**config.mk**
```make
export PLATFORM = sky130hd
export DESIGN_NAME = spi_ctrl_regs_flat
export DESIGN_NICKNAME = d
export VERILOG_FILES = /design/src/rtl/spi_ctrl_regs_if.sv /design/src/rtl/spi_ctrl_regs.sv /design/src/flat_wrapper.sv
export SDC_FILE = /design/constraint.sdc
export NUM_CORES = 1
export LEC_CHECK = 0
export ABC_CLOCK_PERIOD_IN_PS = 5550
export BUFFER_PORTS_ARGS = -buffer_cell sky130_fd_sc_hd__buf_2
export CAP_MARGIN = 20
export CORE_ASPECT_RATIO = 0.75
export CORE_MARGIN = 4
export CORE_UTILIZATION = 54
export DETAILED_ROUTE_END_ITERATION = 10
export PLACE_DENSITY_LB_ADDON = 0.3
export SETUP_SLACK_MARGIN = 0.4
export SYNTH_ARGS = -nofsm -noshare
export SYNTH_HDL_FRONTEND = slang
export SYNTH_SLANG_ARGS = --single-unit
```
**constraint.sdc**
```tcl
create_clock -name GCLK -period 5.55 [get_ports GCLK]
set_input_delay 1.11 -clock GCLK [delete_from_list [all_inputs] [get_ports GCLK]]
set_output_delay 1.11 -clock GCLK [all_outputs]
set_load 0.02 [all_outputs]
```
**src/rtl/spi_ctrl_regs_if.sv**
```systemverilog
// Master-side link of the SPI control front-end: start/busy handshake, shadowed
// transfer configuration and the MOSI/MISO data words.
interface spi_ctrl_regs_if #(
   parameter int unsigned DATA_W = 32
);
   logic              start_o;
   logic              busy_i;
   logic [1:0]        spi_mode_o;
   logic [1:0]        sck_speed_o;
   logic [1:0]        word_len_o;
   logic [7:0]        ifg_o;
   logic [7:0]        cs_sck_o;
   logic [7:0]        sck_cs_o;
   logic [DATA_W-1:0] mosi_data_o;
   logic [DATA_W-1:0] miso_data_i;

   // Front-end side: launches transfers and collects the returned word
   modport master (
      output start_o, spi_mode_o, sck_speed_o, word_len_o,
             ifg_o, cs_sck_o, sck_cs_o, mosi_data_o,
      input  busy_i, miso_data_i
   );

   // SPI master core side
   modport slave (
      input  start_o, spi_mode_o, sck_speed_o, word_len_o,
             ifg_o, cs_sck_o, sck_cs_o, mosi_data_o,
      output busy_i, miso_data_i
   );
endinterface

```
**src/rtl/spi_ctrl_regs.sv**
```systemverilog
// Buffered SPI control/status front-end: TX/RX FIFOs, config shadowing and start/busy sequencing.
// Optional interrupt output enabled by defining SPI_CTRL_IRQ_EN.
module spi_ctrl_regs #(
   parameter int unsigned DATA_W     = 32,
   parameter int unsigned FIFO_DEPTH = 8
) (
   input  logic                        GCLK,
   input  logic                        RST,
   input  logic                        en_i,
   input  logic                        flush_i,
   input  logic [1:0]                  spi_mode_i,
   input  logic [1:0]                  sck_speed_i,
   input  logic [1:0]                  word_len_i,
   input  logic [7:0]                  ifg_i,
   input  logic [7:0]                  cs_sck_i,
   input  logic [7:0]                  sck_cs_i,
   input  logic                        tx_push_i,
   input  logic [DATA_W-1:0]           tx_data_i,
   input  logic                        rx_pop_i,
   output logic [DATA_W-1:0]           rx_data_o,
   output logic                        tx_full_o,
   output logic                        rx_empty_o,
   output logic [$clog2(FIFO_DEPTH):0] tx_level_o,
   output logic [$clog2(FIFO_DEPTH):0] rx_level_o,
   output logic                        tx_ovf_o,
   output logic                        rx_ovf_o,
   output logic                        start_err_o,
   output logic                        busy_o,
   output logic                        irq_o,
   spi_ctrl_regs_if.master             m_if
);
   localparam int unsigned PTR_W = $clog2(FIFO_DEPTH);
   localparam int unsigned LVL_W = PTR_W + 1;
   localparam logic [LVL_W-1:0] LVL_FULL = LVL_W'(FIFO_DEPTH);
   localparam logic [3:0] WAIT_LAST = 4'd14;

   typedef enum logic [2:0] {
      S_IDLE, S_LAUNCH, S_WAIT_BUSY, S_XFER, S_STORE
   } state_t;

   state_t r_state, w_state_nxt;

   logic [DATA_W-1:0] r_tx_mem [FIFO_DEPTH];
   logic [DATA_W-1:0] r_rx_mem [FIFO_DEPTH];
   logic [PTR_W-1:0]  r_tx_wr, r_tx_rd, r_rx_wr, r_rx_rd;
   logic [LVL_W-1:0]  r_tx_lvl, r_rx_lvl;
   logic              r_tx_full, r_rx_empty;
   logic [DATA_W-1:0] r_rx_head;
   logic              r_tx_ovf, r_rx_ovf, r_start_err;
   logic              r_start, r_busy;
   logic [3:0]        r_wait_cnt;
   logic [DATA_W-1:0] r_cap;
   logic [1:0]        r_spi_mode, r_sck_speed, r_word_len;
   logic [7:0]        r_ifg, r_cs_sck, r_sck_cs;
   logic [DATA_W-1:0] r_mosi;

   logic              w_tx_pop, w_capture, w_rx_push, w_timeout;
   logic              w_tx_do_push, w_tx_drop;
   logic              w_rx_do_pop, w_rx_do_push, w_rx_drop;
   logic [LVL_W-1:0]  w_tx_lvl_nxt, w_rx_lvl_nxt;
   logic [PTR_W-1:0]  w_rx_rd_nxt;
   logic [DATA_W-1:0] w_rx_head_nxt;
   logic [DATA_W-1:0] w_len_mask;

   always_ff @(posedge GCLK) begin
      if (RST) r_state <= S_IDLE;
      else     r_state <= w_state_nxt;
   end

   always_comb begin
      w_state_nxt = r_state;
      w_tx_pop    = 1'b0;
      w_capture   = 1'b0;
      w_rx_push   = 1'b0;
      w_timeout   = 1'b0;
      case (r_state)
         S_IDLE: begin
            if (en_i && !flush_i && (r_tx_lvl != '0)) begin
               w_tx_pop    = 1'b1;
               w_state_nxt = S_LAUNCH;
            end
         end
         S_LAUNCH: w_state_nxt = S_WAIT_BUSY;
         S_WAIT_BUSY: begin
            if (m_if.busy_i) begin
               w_state_nxt = S_XFER;
            end else if (r_wait_cnt == WAIT_LAST) begin
               w_timeout   = 1'b1;
               w_state_nxt = S_IDLE;
            end
         end
         S_XFER: begin
            if (!m_if.busy_i) begin
               w_capture   = 1'b1;
               w_state_nxt = S_STORE;
            end
         end
         S_STORE: begin
            w_rx_push   = 1'b1;
            w_state_nxt = S_IDLE;
         end
         default: w_state_nxt = S_IDLE;
      endcase
   end

   // Byte-granular mask for the effective word length of the launched transfer
   always_comb begin
      w_len_mask = '0;
      for (int unsigned i = 0; i < DATA_W; i++)
         w_len_mask[i] = ((i / 32'd8) <= 32'(r_word_len));
   end

   // FIFO bookkeeping; flush overrides any same-cycle push or pop
   always_comb begin
      w_tx_do_push = !flush_i && tx_push_i && ((r_tx_lvl != LVL_FULL) || w_tx_pop);
      w_tx_drop    = !flush_i && tx_push_i && (r_tx_lvl == LVL_FULL) && !w_tx_pop;
      w_rx_do_pop  = !flush_i && rx_pop_i && (r_rx_lvl != '0);
      w_rx_do_push = !flush_i && w_rx_push && ((r_rx_lvl != LVL_FULL) || w_rx_do_pop);
      w_rx_drop    = !flush_i && w_rx_push && (r_rx_lvl == LVL_FULL) && !w_rx_do_pop;
      w_tx_lvl_nxt = flush_i ? '0
                   : r_tx_lvl + LVL_W'(w_tx_do_push) - LVL_W'(w_tx_pop);
      w_rx_lvl_nxt = flush_i ? '0
                   : r_rx_lvl + LVL_W'(w_rx_do_push) - LVL_W'(w_rx_do_pop);
      w_rx_rd_nxt  = flush_i ? '0 : r_rx_rd + PTR_W'(w_rx_do_pop);
   end

   // Next RX head word; a push into the slot that becomes the head is forwarded
   always_comb begin
      w_rx_head_nxt = '0;
      if (w_rx_lvl_nxt != '0) begin
         if (w_rx_do_push && (r_rx_wr == w_rx_rd_nxt)) w_rx_head_nxt = r_cap;
         else                                           w_rx_head_nxt = r_rx_mem[w_rx_rd_nxt];
      end
   end

   always_ff @(posedge GCLK) begin
      if (w_tx_do_push) r_tx_mem[r_tx_wr] <= tx_data_i;
      if (w_rx_do_push) r_rx_mem[r_rx_wr] <= r_cap;
   end

   always_ff @(posedge GCLK) begin
      if (RST) begin
         r_tx_wr     <= '0;
         r_tx_rd     <= '0;
         r_rx_wr     <= '0;
         r_rx_rd     <= '0;
         r_tx_lvl    <= '0;
         r_rx_lvl    <= '0;
         r_tx_full   <= 1'b0;
         r_rx_empty  <= 1'b1;
         r_rx_head   <= '0;
         r_tx_ovf    <= 1'b0;
         r_rx_ovf    <= 1'b0;
         r_start_err <= 1'b0;
         r_start     <= 1'b0;
         r_busy      <= 1'b0;
         r_wait_cnt  <= '0;
         r_cap       <= '0;
         r_spi_mode  <= '0;
         r_sck_speed <= '0;
         r_word_len  <= '0;
         r_ifg       <= '0;
         r_cs_sck    <= '0;
         r_sck_cs    <= '0;
         r_mosi      <= '0;
      end else begin
         r_start <= w_tx_pop;
         r_busy  <= (w_state_nxt != S_IDLE) || (w_tx_lvl_nxt != '0);

         // Shadow config and MOSI word are captured only at launch
         if (w_tx_pop) begin
            r_spi_mode  <= spi_mode_i;
            r_sck_speed <= sck_speed_i;
            r_word_len  <= word_len_i;
            r_ifg       <= ifg_i;
            r_cs_sck    <= cs_sck_i;
            r_sck_cs    <= sck_cs_i;
            r_mosi      <= r_tx_mem[r_tx_rd];
         end

         if (w_tx_pop)
            r_wait_cnt <= '0;
         else if ((r_state == S_LAUNCH) || (r_state == S_WAIT_BUSY))
            r_wait_cnt <= r_wait_cnt + 4'd1;

         if (w_capture) r_cap <= m_if.miso_data_i & w_len_mask;

         if (flush_i) begin
            r_tx_wr <= '0;
            r_tx_rd <= '0;
            r_rx_wr <= '0;
         end else begin
            if (w_tx_do_push) r_tx_wr <= r_tx_wr + PTR_W'(1);
            if (w_tx_pop)     r_tx_rd <= r_tx_rd + PTR_W'(1);
            if (w_rx_do_push) r_rx_wr <= r_rx_wr + PTR_W'(1);
         end
         r_rx_rd    <= w_rx_rd_nxt;
         r_tx_lvl   <= w_tx_lvl_nxt;
         r_rx_lvl   <= w_rx_lvl_nxt;
         r_tx_full  <= (w_tx_lvl_nxt == LVL_FULL);
         r_rx_empty <= (w_rx_lvl_nxt == '0);
         r_rx_head  <= w_rx_head_nxt;

         if (flush_i) begin
            r_tx_ovf    <= 1'b0;
            r_rx_ovf    <= 1'b0;
            r_start_err <= 1'b0;
         end else begin
            if (w_tx_drop) r_tx_ovf    <= 1'b1;
            if (w_rx_drop) r_rx_ovf    <= 1'b1;
            if (w_timeout) r_start_err <= 1'b1;
         end
      end
   end

`ifdef SPI_CTRL_IRQ_EN
   logic r_irq;

   // Raised while idle with nothing queued, or while any error is pending
   always_ff @(posedge GCLK) begin
      if (RST) r_irq <= 1'b0;
      else     r_irq <= ((r_tx_lvl == '0) && (r_state == S_IDLE))
                        || r_tx_ovf || r_rx_ovf || r_start_err;
   end
   assign irq_o = r_irq;
`else
   assign irq_o = 1'b0;
`endif

   assign rx_data_o   = r_rx_head;
   assign tx_full_o   = r_tx_full;
   assign rx_empty_o  = r_rx_empty;
   assign tx_level_o  = r_tx_lvl;
   assign rx_level_o  = r_rx_lvl;
   assign tx_ovf_o    = r_tx_ovf;
   assign rx_ovf_o    = r_rx_ovf;
   assign start_err_o = r_start_err;
   assign busy_o      = r_busy;

   assign m_if.start_o     = r_start;
   assign m_if.spi_mode_o  = r_spi_mode;
   assign m_if.sck_speed_o = r_sck_speed;
   assign m_if.word_len_o  = r_word_len;
   assign m_if.ifg_o       = r_ifg;
   assign m_if.cs_sck_o    = r_cs_sck;
   assign m_if.sck_cs_o    = r_sck_cs;
   assign m_if.mosi_data_o = r_mosi;
endmodule

```
**src/flat_wrapper.sv**
```systemverilog
// flat-port wrapper written by rule: the top's interface ports become plain ports
module spi_ctrl_regs_flat 
#(
   parameter int unsigned DATA_W     = 32,
   parameter int unsigned FIFO_DEPTH = 8
)
  (GCLK, RST, en_i, flush_i, spi_mode_i, sck_speed_i, word_len_i, ifg_i, cs_sck_i, sck_cs_i, tx_push_i, tx_data_i, rx_pop_i, rx_data_o, tx_full_o, rx_empty_o, tx_level_o, rx_level_o, tx_ovf_o, rx_ovf_o, start_err_o, busy_o, irq_o, m_if_start_o, m_if_spi_mode_o, m_if_sck_speed_o, m_if_word_len_o, m_if_ifg_o, m_if_cs_sck_o, m_if_sck_cs_o, m_if_mosi_data_o, m_if_busy_i, m_if_miso_data_i);
  spi_ctrl_regs_if #(.DATA_W(DATA_W)) m_if_i ();
  input  logic GCLK;
  input  logic RST;
  input  logic en_i;
  input  logic flush_i;
  input  logic [1:0] spi_mode_i;
  input  logic [1:0] sck_speed_i;
  input  logic [1:0] word_len_i;
  input  logic [7:0] ifg_i;
  input  logic [7:0] cs_sck_i;
  input  logic [7:0] sck_cs_i;
  input  logic tx_push_i;
  input  logic [DATA_W-1:0] tx_data_i;
  input  logic rx_pop_i;
  output logic [DATA_W-1:0] rx_data_o;
  output logic tx_full_o;
  output logic rx_empty_o;
  output logic [$clog2(FIFO_DEPTH):0] tx_level_o;
  output logic [$clog2(FIFO_DEPTH):0] rx_level_o;
  output logic tx_ovf_o;
  output logic rx_ovf_o;
  output logic start_err_o;
  output logic busy_o;
  output logic irq_o;
  output wire logic [$bits(m_if_i.start_o)-1:0] m_if_start_o;
  output wire logic [$bits(m_if_i.spi_mode_o)-1:0] m_if_spi_mode_o;
  output wire logic [$bits(m_if_i.sck_speed_o)-1:0] m_if_sck_speed_o;
  output wire logic [$bits(m_if_i.word_len_o)-1:0] m_if_word_len_o;
  output wire logic [$bits(m_if_i.ifg_o)-1:0] m_if_ifg_o;
  output wire logic [$bits(m_if_i.cs_sck_o)-1:0] m_if_cs_sck_o;
  output wire logic [$bits(m_if_i.sck_cs_o)-1:0] m_if_sck_cs_o;
  output wire logic [$bits(m_if_i.mosi_data_o)-1:0] m_if_mosi_data_o;
  input wire logic [$bits(m_if_i.busy_i)-1:0] m_if_busy_i;
  input wire logic [$bits(m_if_i.miso_data_i)-1:0] m_if_miso_data_i;
  assign m_if_start_o = m_if_i.start_o;
  assign m_if_spi_mode_o = m_if_i.spi_mode_o;
  assign m_if_sck_speed_o = m_if_i.sck_speed_o;
  assign m_if_word_len_o = m_if_i.word_len_o;
  assign m_if_ifg_o = m_if_i.ifg_o;
  assign m_if_cs_sck_o = m_if_i.cs_sck_o;
  assign m_if_sck_cs_o = m_if_i.sck_cs_o;
  assign m_if_mosi_data_o = m_if_i.mosi_data_o;
  assign m_if_i.busy_i = m_if_busy_i;
  assign m_if_i.miso_data_i = m_if_miso_data_i;
  spi_ctrl_regs #(.DATA_W(DATA_W), .FIFO_DEPTH(FIFO_DEPTH)) u_core (.GCLK(GCLK), .RST(RST), .en_i(en_i), .flush_i(flush_i), .spi_mode_i(spi_mode_i), .sck_speed_i(sck_speed_i), .word_len_i(word_len_i), .ifg_i(ifg_i), .cs_sck_i(cs_sck_i), .sck_cs_i(sck_cs_i), .tx_push_i(tx_push_i), .tx_data_i(tx_data_i), .rx_pop_i(rx_pop_i), .rx_data_o(rx_data_o), .tx_full_o(tx_full_o), .rx_empty_o(rx_empty_o), .tx_level_o(tx_level_o), .rx_level_o(rx_level_o), .tx_ovf_o(tx_ovf_o), .rx_ovf_o(rx_ovf_o), .start_err_o(start_err_o), .busy_o(busy_o), .irq_o(irq_o), .m_if(m_if_i));
endmodule
```
; Yosys cells after proc, flatten, opt, wreduce, memory -nomap -nowiden
; Memory sizes are Yosys's and may differ from the RTL's. A register that Yosys moved wholly into a read port is not among the register bits.
; Cells that the tools add are included.
[classes]
addsub = 9
magnitude_cmp = 3
eq_ne = 10
mux = 20
bitwise_logic = 2
reduce_logical = 29
[ops]
columns = cell, n
row1 = AND 32 bit, 1
row2 = "equality test 4 bit, second input constant", 4
row3 = nonzero test 4 bit, 4
row4 = two-way mux 3 bit, 5
row5 = logical AND 1 bit, 12
row6 = two-way mux 1 bit, 12
row7 = one-hot mux 3 bit (4 select lines), 1
row8 = "adder 3 x 1 -> 3 bit, second input constant", 3
row9 = adder 4 x 1 -> 4 bit, 2
row10 = two-way mux 4 bit, 2
row11 = "!= test 4 bit, second input constant", 2
row12 = subtractor 4 x 1 -> 4 bit, 2
row13 = "equality test 3 x 2 -> 1 bit, second input constant", 2
row14 = OR reduction 2 bit, 3
row15 = "adder 4 x 1 -> 4 bit, second input constant", 1
row16 = "<= comparator 2 bit, first input constant", 2
row17 = logical NOT 4 bit, 1
row18 = logical OR 1 bit, 4
row19 = adder 3 x 1 -> 3 bit, 1
row20 = "equality test 3 x 1 -> 1 bit, second input constant", 1
row21 = "equality test 3 bit, second input constant", 1
row22 = logical NOT 1 bit, 3
row23 = logical NOT 3 bit, 1
row24 = nonzero test 3 bit, 1
row25 = 2 further kinds, 2
[totals]
regBits = 96
ram_bits = 512
in_bits = 101
out_inout_bits = 110
elab_cells = 97
memories = 2
[mem_list]
columns = name, depth, width, read_ports, rd_ports_with_merged_regs, write_ports, line_no
row1 = u_core.r_rx_mem, 8, 32, 1, 1, 1, spi_ctrl_regs.sv:44  ; logic [DATA_W-1:0] r_rx_mem [FIFO_DEPTH];
row2 = u_core.r_tx_mem, 8, 32, 1, 1, 1, spi_ctrl_regs.sv:43  ; logic [DATA_W-1:0] r_tx_mem [FIFO_DEPTH];

; Logic depth before layout (Yosys ltp)
[depth]
ltp_word = 12
depth_mapped = 16
depth_no_buf = 12

; Least setup slack after synthesis
; OpenSTA, ideal clock, no wires.
[synth_timing]
kind = input-to-reg
startpoint = in flush_i
endpoint = mem u_core.r_tx_mem[0][0] (enable)
setup_ps = 501
arrival_ps = 5271
required_ps = 5049
path_slack_ps = -222
stages = 5
n_path_buf = 1
path_cell_list = buf_2 > or3_1 > a211oi_2 > o21ai_1 > nor4_1
[synth_between]
elab_chain_cells = 9
elab_cells_between_ends = 10
cone_classes = 4 x mux / 6 x reduce/logical
[synth_lines]
columns = element, line_no
row1 = "start, declared", flat_wrapper.sv:12  ; input logic flush_i;
row2 = logical NOT 1 bit (*), "spi_ctrl_regs.sv:78, spi_ctrl_regs.sv:115"
row3 = logical AND 1 bit (2 in series), spi_ctrl_regs.sv:78  ; if (en_i && !flush_i && (r_tx_lvl != '0)) begin
row4 = two-way mux 1 bit, spi_ctrl_regs.sv:78
row5 = two-way mux 1 bit, spi_ctrl_regs.sv:76  ; case (r_state)
row6 = logical OR 1 bit, spi_ctrl_regs.sv:115  ; w_tx_do_push = !flush_i && tx_push_i && ((r_tx_lvl != LVL_FULL) || w_tx_pop);
row7 = logical AND 1 bit (*), spi_ctrl_regs.sv:115
row8 = two-way mux 1 bit (*), spi_ctrl_regs.sv:137  ; if (w_tx_do_push) r_tx_mem[r_tx_wr] <= tx_data_i;
row9 = two-way mux 1 bit (not written as such) (*), spi_ctrl_regs.sv:137
row10 = "end, declared", spi_ctrl_regs.sv:43
; Every way passes the cells marked *; elsewhere a longest branch is shown, timed or not.

; Final worst setup path
[layout_timing]
startpoint = in flush_i
endpoint = reg u_core.r_rx_head[21], in the netlist u_core.rx_data_o[21], read port of u_core.r_rx_mem
[layout_between]
elab_chain_cells = 11
elab_cells_between_ends = 14
cone_classes = 3 x add/sub / 2 x mux / 1 x bitwise / 8 x reduce/logical
[layout_lines]
columns = element, line_no
row1 = logical NOT 1 bit, "spi_ctrl_regs.sv:117, spi_ctrl_regs.sv:118"
row2 = logical AND 1 bit (2 in series), spi_ctrl_regs.sv:117  ; w_rx_do_pop = !flush_i && rx_pop_i && (r_rx_lvl != '0);
row3 = logical OR 1 bit, spi_ctrl_regs.sv:118  ; w_rx_do_push = !flush_i && w_rx_push && ((r_rx_lvl != LVL_FULL) || w_rx_do_pop);
row4 = logical AND 1 bit, spi_ctrl_regs.sv:118
row5 = adder 4 x 1 -> 4 bit, spi_ctrl_regs.sv:123  ; : r_rx_lvl + LVL_W'(w_rx_do_push) - LVL_W'(w_rx_do_pop);
row6 = subtractor 4 x 1 -> 4 bit, spi_ctrl_regs.sv:123
row7 = two-way mux 4 bit, spi_ctrl_regs.sv:122  ; w_rx_lvl_nxt = flush_i ? '0
row8 = nonzero test 4 bit, spi_ctrl_regs.sv:130  ; if (w_rx_lvl_nxt != '0) begin
row9 = NOT 1 bit (no source line), n/a
row10 = OR reduction 2 bit (no source line), n/a
row11 = "end, declared", spi_ctrl_regs.sv:48  ; logic [DATA_W-1:0] r_rx_head;
; Several ways; a longest one is shown, not always the timed one.
; A chain may end at the register's enable or synchronous reset.

==> flow_summary.ini <==
[final_layout]
multiInputGateArea_sq_mm = 0.006496
final_common_cell = edfxtp_1
fillers = 3361
finish.net_count = 1905
mostFrequentLayoutCells = edfxtp_1, buf_2, dfxtp_1, nor2_1, nand2_1
drive_gt1_frac = 0.2497
seq_area_sq_mm = 0.01858
final_cells = 2465
syn_to_final_growth_pct = 15.41

[routing]
ant_nets = 0
post_drt_wl_per_cell_um = 22.61
num_vias = 14303
drtIter0Drc = 1135
via_per_inst = 5.802
drc_errors = 0
wirelength_um = 55740
dr.pass1.iters = 5

[min_path]
hold_start = u_core.m_if.sck_speed_o[1]
hp-class = reg2reg

[clock_tree]
clkSinkCount = 672
holdBufCountCts = 0
cts_resized = 0
cts-root-buf = clkbuf_16
htree_num_levels = 2
clkLatencyLatePin_ns = 0.61
cts-root-to-sink-buffers = 3
tritoncts = built
cts_inserted_buffers = 60
clk_pin_slew_worst_paths_ns = 0.07
cts_setup_buffers = 0

[timing]
fmax_ghz = 0.2562
setup_viol = 0
worst_pin_slew_ns = 0.9511
rsz0062_at_grt = no
slew_violations = 0
fin_skew_ns = 0.01609
finalCritPeriodShare = 0.7034
relSlewSlack = 0.3659
tns_ns = 0
layout_min_cycle_time_ns = 3.904
hold_viol = 0

[place]
io_buffers = 209
dp_hpwl_um = 32180
gp_routability_congestion = 0.7664
dp_cells = 2350

[logic_synthesis]
ys.warnings.count = 0
seq_area_frac_synth = 0.7317
synthAdderAreaFrac = 0.01045
synth_cells = 1577
synthFlopType = edfxtp_1
synth-xor-area-share = 0.005519
synth_fp_nets = 1698
synth.area.mux_share = 0.1025
synth_compound_area_frac = 0.06963
async_flop_share = 0
netlist_area_sq_mm = 0.02539
synth_seq_cells = 672
synth_top_family_by_area = multiplexers
avgSynthCellArea_sq_um = 16.10
ys_types = 53
synth_edf_count = 512
yosys.area_share.simple = 0.06091

[critical_path]
end_kind = register
worstSetupStartpointType = input port
path_class = in2reg
critPathLaunch = flush_i
cp.required_ns = 6.07
worstPathMaxFanout = 38
arrival_ns = 4.42
r2r-start = u_core.rx_level_o[2]

[status]
status = finished clean

[floorplan]
die_y_um = 195.8
fp.dieW_um = 258.4
dieArea_sq_mm = 0.05059
start_util = 0.5486
rows = 68
core_sq_mm = 0.04628
ios = 211

[grt]
grt_usage = 0.2190
grt_antenna_before_repair = 5
grt_pass1_vias = 14411
grt_max_degree = 105
grt_pass1_wl_um = 85460
gr-total-overflow = 0

[power]
ir_drop_mv = 0.2292
p_per_area_mw_per_mm2 = 337.7
power.leakage_nw = 9.843

[job]
maxCapViolCount = 0
## worst paths after layout
kind	slack [ns]	end	cells past startpoint
setup / recovery	1.65	u_core.rx_data_o[21]	12
hold / removal	0.45	u_core.m_if.sck_speed_o[1]	2
setup reg to reg	1.94	u_core.rx_data_o[21]	11
hold reg to reg	0.45	u_core.m_if.sck_speed_o[1]	2
## worst max-delay path, stage by stage
cell	delay (ns)
buf_2	0.24
clkinv_1	0.14
nand2_1	0.08
a21oi_1	0.08
ha_4	0.18
ha_1	0.26
xnor2_2	0.62
buf_4	0.48
nand2_1	0.10
nand2_1	0.62
a221oi_1	0.21
a211oi_1	0.28
## through the flow
| step | power (mW) | cell area [sq um] | setup slack [ns] | hold WS, ns | utilization |
|---|---|---|---|---|---|
| final | 9.897 | 29300 | 1.646 | 0.4516 | 0.6331 |
| after global routing | 10.25 | 29300 | 1.432 | 0.4647 | 0.6331 |
| after CTS | 9.970 | 29240 | 1.688 | 0.4521 | 0.6318 |
| after detailed placement | 5.838 | 27240 | 1.072 | 0.4438 | 0.5886 |
| after global placement | 5.826 | 27240 | 1.212 | 0.4391 | 0.5886 |
| after floorplan | 5.703 | 25410 | 0.4284 | 0.4800 | - |
## final cells by class
cell class,count,share of cell area
sequential,672,0.6342
timing repair buffer,246,0.04663
inverter,16,0.002220
clock buffer,82,0.05824
clock inverter,30,0.009992
multi-input combinational,788,0.2217
tap,630,0.02690
antenna,1,0.00008540
## registers in the layout, indices dropped and copies added (netlist names), 4 cells and up
name,flops
u_core.m_if.cs_sck_o,8
u_core.m_if.ifg_o,8
u_core.m_if.mosi_data_o,32
u_core.m_if.sck_cs_o,8
u_core.r_cap,32
u_core.r_rx_mem,256
u_core.r_tx_mem,256
u_core.r_wait_cnt,4
u_core.rx_data_o,32
u_core.rx_level_o,4
u_core.tx_level_o,4
## cells in the mapped netlist (2+ instances only)
| library cell | instances | area [sq um] |
|---|---|---|
| nor2_1 | 126 | 473.0 |
| a211oi_1 | 49 | 367.9 |
| a221oi_1 | 16 | 140.1 |
| xnor2_1 | 6 | 52.55 |
| nor3_2 | 12 | 120.1 |
| mux4_2 | 80 | 1802 |
| nor4_1 | 2 | 12.51 |
| inv_1 | 14 | 52.55 |
| or3_1 | 2 | 12.51 |
| o311a_1 | 16 | 160.2 |
| a31oi_1 | 2 | 12.51 |
| a21oi_1 | 63 | 315.3 |
| nand3_1 | 17 | 85.08 |
| and2_1 | 10 | 62.56 |
| clkbuf_1 | 64 | 240.2 |
| nand2_1 | 116 | 435.4 |
| dfxtp_1 | 160 | 3203 |
| nor2b_1 | 18 | 112.6 |
| nor3b_1 | 4 | 30.03 |
| buf_2 | 18 | 90.09 |
| xor2_1 | 10 | 87.58 |
| a2111oi_0 | 17 | 148.9 |
| o21ai_1 | 2 | 10.01 |
| a21o_1 | 2 | 15.01 |
| and3_1 | 2 | 12.51 |
| o21ai_0 | 20 | 100.1 |
| buf_1 | 16 | 60.06 |
| ha_1 | 18 | 225.2 |
| nand4_1 | 2 | 12.51 |
| o22ai_1 | 32 | 200.2 |
| a22o_1 | 24 | 210.2 |
| buf_6 | 2 | 22.52 |
| o21a_1 | 2 | 15.01 |
| nand2b_1 | 9 | 56.30 |
| nor3_1 | 15 | 75.07 |
| edfxtp_1 | 512 | 15370 |
| mux2i_1 | 80 | 800.8 |
| fa_1 | 2 | 40.04 |
## report_power, final
part           internal, mW  switching, mW  leakage, nW
clock network          2.38           1.78        0.974
registers              5.41         0.0226         5.97
logic                 0.108          0.188         2.90
total                  7.90           1.99         9.84
## layer usage
metal | track usage | vias up | routed length (um)
li1 | - | 6509 | -
met1 | 0.3273 | 7222 | 24900
met2 | 0.3330 | 479 | 25780
met3 | 0.04672 | 87 | 3937
met4 | 0.05794 | 6 | 1083
met5 | 0 | - | 34
## cell families after synthesis
| group | count (synthesis) |
|---|---|
| buffers and inverters | 117 |
| adders and majority gates | 20 |
| xor gates and xnor gates | 16 |
| muxes | 160 |
| other | 1 |
| and+or+nand+nor | 340 |
| AOI/OAI and AO/OA | 251 |
| DFF | 672 |
No activity file was read; power rests on OpenSTA's default activity.
